`src/rtl/timer_arbiter.sv`:
```
// Round-robin arbiter that lends one shared 4 s countdown timer to N_REQ requesters,
// sequencing its enable, returning per-owner done pulses and guarding against a stuck timer.
module timer_arbiter #(
  parameter int N_REQ       = 4,
  parameter int TIMEOUT_CYC = 500000000,
  parameter int COOL_CYC    = 2
) (
  input  logic             clk,
  input  logic             rst,
  input  logic [N_REQ-1:0] req,
  output logic             countEnable,
  input  logic             countFinish,
  input  logic             flash,
  output logic [N_REQ-1:0] grant,
  output logic [N_REQ-1:0] done,
  output logic [N_REQ-1:0] led,
  output logic             busy,
  output logic             timeoutErr,
  output logic [1:0]       state_dbg
);

  localparam int PW = (N_REQ > 1) ? $clog2(N_REQ) : 1;
  localparam int CW = (COOL_CYC > 1) ? $clog2(COOL_CYC + 1) : 1;

  typedef enum logic [1:0] {
    S_IDLE = 2'd0,
    S_RUN  = 2'd1,
    S_COOL = 2'd2
  } state_t;

  state_t           state_q, state_d;
  logic [N_REQ-1:0] grant_q, grant_d;
  logic [N_REQ-1:0] done_q, done_d;
  logic             ce_q, ce_d;
  logic             terr_q, terr_d;
  logic [PW-1:0]    rr_q, rr_d;
  logic [31:0]      wd_q, wd_d;
  logic [CW-1:0]    cool_q, cool_d;

  logic             sel_found;
  logic [PW-1:0]    sel_idx;

  // Search rr_q+1 .. rr_q (wrapping) so the last owner has the lowest priority.
  always_comb begin
    sel_found = 1'b0;
    sel_idx   = rr_q;
    for (int k = 1; k <= N_REQ; k++) begin
      int            idx;
      logic [PW-1:0] idx_p;
      idx = int'(rr_q) + k;
      if (idx >= N_REQ) idx = idx - N_REQ;
      idx_p = PW'(idx);
      if (!sel_found && req[idx_p]) begin
        sel_found = 1'b1;
        sel_idx   = idx_p;
      end
    end
  end

  always_comb begin
    state_d = state_q;
    grant_d = grant_q;
    done_d  = '0;
    ce_d    = ce_q;
    terr_d  = terr_q;
    rr_d    = rr_q;
    wd_d    = wd_q;
    cool_d  = cool_q;
    unique case (state_q)
      S_IDLE: begin
        if (sel_found) begin
          grant_d = N_REQ'(1) << sel_idx;
          ce_d    = 1'b1;
          rr_d    = sel_idx;
          wd_d    = '0;
          state_d = S_RUN;
        end
      end
      S_RUN: begin
        wd_d = wd_q + 32'd1;
        // Finish beats abort beats timeout; only the owner's request matters here.
        if (countFinish) begin
          done_d  = grant_q;
          grant_d = '0;
          ce_d    = 1'b0;
          cool_d  = '0;
          state_d = S_COOL;
        end else if (!req[rr_q]) begin
          grant_d = '0;
          ce_d    = 1'b0;
          cool_d  = '0;
          state_d = S_COOL;
        end else if (wd_q == 32'(TIMEOUT_CYC - 1)) begin
          terr_d  = 1'b1;
          grant_d = '0;
          ce_d    = 1'b0;
          cool_d  = '0;
          state_d = S_COOL;
        end
      end
      S_COOL: begin
        ce_d = 1'b0;
        if (cool_q == CW'(COOL_CYC - 1)) state_d = S_IDLE;
        else cool_d = cool_q + CW'(1);
      end
      default: state_d = S_IDLE;
    endcase
  end

  always_ff @(posedge clk) begin
    if (rst) begin
      state_q <= S_IDLE;
      grant_q <= '0;
      done_q  <= '0;
      ce_q    <= 1'b0;
      terr_q  <= 1'b0;
      rr_q    <= PW'(N_REQ - 1);
      wd_q    <= '0;
      cool_q  <= '0;
    end else begin
      state_q <= state_d;
      grant_q <= grant_d;
      done_q  <= done_d;
      ce_q    <= ce_d;
      terr_q  <= terr_d;
      rr_q    <= rr_d;
      wd_q    <= wd_d;
      cool_q  <= cool_d;
    end
  end

  assign countEnable = ce_q;
  assign grant       = grant_q;
  assign done        = done_q;
  assign timeoutErr  = terr_q;
  assign busy        = (state_q != S_IDLE);
  assign state_dbg   = state_q;
  assign led         = grant_q & {N_REQ{flash}};

endmodule

```
`config.mk`:
```
export PLATFORM = sky130hd
export DESIGN_NAME = timer_arbiter
export DESIGN_NICKNAME = d
export VERILOG_FILES = /design/src/rtl/timer_arbiter.sv
export SDC_FILE = /design/constraint.sdc
export NUM_CORES = 1
export LEC_CHECK = 0
export ABC_CLOCK_PERIOD_IN_PS = 3000
export BUFFER_PORTS_ARGS = -buffer_cell sky130_fd_sc_hd__buf_4
export CORE_MARGIN = 2
export CORE_UTILIZATION = 50
export DETAILED_ROUTE_END_ITERATION = 7
export PLACE_DENSITY = 0.72
export SYNTH_ARGS = -nofsm -noshare
export SYNTH_HDL_FRONTEND = slang
export SYNTH_SLANG_ARGS = --single-unit
```
`constraint.sdc`:
```
create_clock -name clk -period 3 [get_ports clk]
set_clock_uncertainty 0.1 [all_clocks]
set_input_delay 0.3 -clock clk [delete_from_list [all_inputs] [get_ports clk]]
set_output_delay 0.3 -clock clk [all_outputs]
set_load 0.01 [all_outputs]
```
==> results_dict.tcl <==
set metrics [dict create \
    end_kind "flip-flop" \
    io_pins 25 \
    cts_buffer_depth 2 \
    synth_area_um2 2360 \
    syn_avg_cell_area_um2 8.74 \
    routed_wl_mm 4.79 \
    cts_root_buffer "clkbuf_8" \
    rsz0062_at_grt "false" \
    die_h_um 72.7 \
    post_cts_buffers 0 \
    vdd_drop_max_v 0.000387 \
    synthArstFlopShare_pct 0 \
    antenna_found_initial 0 \
    grt_pass1_wl_mm 8.02 \
    core_um2 4440 \
    clock-sinks 48 \
    h-tree-depth 2 \
    yosys.area.top_type "dfxtp_1" \
    grt_max_degree 30 \
    drtIter0Drc 137 \
    cp_max_fo 11 \
    powerDensity_nw_per_um2 611 \
    finalCritPeriodShare_pct 82.8 \
    die_width_um 72.7 \
    power.leakage_nw 1.00 \
    num_rows 24 \
    clk_latency_ps 300 \
    antenna_left 0 \
    synth-seq-cells 48 \
    dr.max_layer_used "met4" \
    synth_flop_cell "dfxtp_1" \
    io_buffers 24 \
    cp.arrival_ps 2610 \
    drt_pass1_iterations 4 \
    synth_edf_count 0 \
    r2r_setup_slack_ps 520 \
    worstPathRequired_ps 3130 \
    setup_violations 0 \
    gp_congestion 0.843 \
    synthTopCellsByArea "dfxtp_1 41%, xor2_1 6.3%, nor2_1 4.3%, a21oi_1 3.6%, nand2_1 3.5%" \
    syn_nets 284 \
    cts_hold_buf 0 \
    whs_path_depth 2 \
    fin_total_pwr_mw 1.64 \
    yosysSeqAreaShare_pct 40.7 \
    layout-drive-gt1-share_pct 15.8 \
    startpoint_type "flip-flop" \
    synth_cell_type_count 49 \
    die-area_um2 5290 \
    tritoncts "yes" \
    drv_cap 0 \
    finalHoldViolations 0 \
    fin_crit_ps 2480 \
    grt.total_usage_pct 19.3 \
    wl_per_cell_um 13.7 \
    area_delta_synth_final_pct 13.8 \
    grt-ovfl-total 0 \
    crit_type "reg -> reg" \
    grt_pass1_vias 1741 \
    syn_inst 270 \
    hold_path_end "timeoutErr$_SDFFE_PP0P_" \
    hold_path_class "in -> reg" \
    worst_slew_pin_slew_ps 1170 \
    nets 311 \
    synth_most_common_cell "dfxtp_1" \
    synth_commonest_cells "48 x dfxtp_1, 27 x nor2_1, 22 x nand2_1" \
    dp_hpwl_mm 3.39 \
    viasPerCell 5.72 \
    slew_viol_final 0 \
    antenna_cells 0 \
    ys_warn_count 0 \
    start_util_pct 53.1 \
    tns_ps 0 \
    met2_length_mm 2.17 \
    wl_met3_um 200 \
    relSlewSlack_pct 22.2 \
    r2r_cells 8 \
    timing.rr.end "wd_q[25]$_SDFFE_PP0P_" \
    fmax_mhz 403 \
    vias 2001 \
    min-delay-start "rst" \
    crit-reg2reg-launch "state_dbg[1]$_SDFFE_PP0P_" \
    cts_resized 0 \
    status "finished clean" \
    cts.clk_slew.worst_paths_ps 90 \
    drc 0 \
    cts_buffers 5 \
    wl_met1_mm 2.35 \
    synth_top_area_share_pct 40.7 \
]
-- final cells by class --
class,instances,area [um2]
multi-input combinational,203,1320
sequential,48,961
tap,52,65.1
clock buffer,5,68.8
inverter,10,37.5
timing repair buffer,29,218
clock inverter,3,21.3
fill,404,1760
-- state kept, by name, indices dropped and copies added (netlist names) --
name	count
countEnable	1
grant	4
done	4
wd_q	32
rr_q	2
cool_q	2
timeoutErr	1
state_dbg	2
-- worst max path at each step --
| stage | from | cells past startpoint | to | slack [ps] |
|---|---|---|---|---|
| after global placement | state_dbg[0]$_SDFFE_PP0P_ | 6 | wd_q[17]$_SDFFE_PP0P_ | 660 |
| after floorplan | state_dbg[0]$_SDFFE_PP0P_ | 7 | wd_q[28]$_SDFFE_PP0P_ | 740 |
| after global routing | state_dbg[1]$_SDFFE_PP0P_ | 8 | wd_q[25]$_SDFFE_PP0P_ | 380 |
| after CTS | state_dbg[1]$_SDFFE_PP0P_ | 8 | wd_q[25]$_SDFFE_PP0P_ | 550 |
| after detailed placement | state_dbg[0]$_SDFFE_PP0P_ | 6 | wd_q[11]$_SDFFE_PP0P_ | 580 |
| final | state_dbg[1]$_SDFFE_PP0P_ | 8 | wd_q[25]$_SDFFE_PP0P_ | 520 |
-- cells by family (layout without fill, tap and decap cells) --
family	count (synthesis)	count (layout)	share of synthesized area (%)
xor gates and xnor gates	20	20	7.42
buffers and inverters	19	47	3.71
DFF	48	48	40.7
muxes	3	3	1.80
AOI/OAI and AO/OA	50	50	13.4
and+or+nand+nor	124	124	29.7
adders and majority gates	6	6	3.18
-- per-stage QoR --
step | std cells | setup slack [ps] | area [um2] | util [%] | hold WS (ps)
global route | 350 | 381 | 2690 | 60.4 | 116
detailed placement | 342 | 579 | 2600 | 58.4 | 343
global placement | 342 | 655 | 2600 | 58.4 | 340
CTS | 350 | 546 | 2690 | 60.4 | 126
floorplan | 270 | 740 | 2360 | - | 347
finish | 350 | 516 | 2690 | 60.4 | 131
-- worst max-delay path: stages (launching register included) --
cell and delay [ps]:
dfxtp_1 350, inv_1 110, ha_1 370, nor2_1 160
a211oi_1 310, buf_4 260, nand4_1 250, or3_1 370
a21oi_1 140
-- layer usage --
layer	global-route usage (%)	vias up
met5	0	-
met4	6.79	0
met3	5.66	9
met2	28.4	45
met1	27.0	923
li1	-	1024
-- power by group --
| group | internal (mW) | switching [mW] | total (mW) |
|---|---|---|---|
| clock network | 0.166 | 0.224 | 0.389 |
| logic | 0.208 | 0.296 | 0.504 |
| registers | 0.693 | 0.0548 | 0.748 |
-- placed cells by master (no fill, tap or decap), drive strengths merged, types with 2 or more instances in the layout --
cell type	synthesis	final
a32o	2	2
buf	3	29
ha	6	6
nor2	27	27
o211ai	3	3
xnor2	3	3
dfxtp	48	48
or3	8	8
clkbuf	6	5
nor4	2	2
and3	5	5
a211oi	2	2
nand2b	5	5
clkinv	1	2
o31ai	3	3
or4	5	5
xor2	17	17
or4b	3	3
nand3	12	12
nor3	2	2
nand4	12	12
a31oi	2	2
o21ai	14	14
inv	9	10
nand2	22	22
mux2i	2	2
and4	7	7
and2	10	10
a21oi	17	17
No activity file was read; power rests on OpenSTA's default activity.
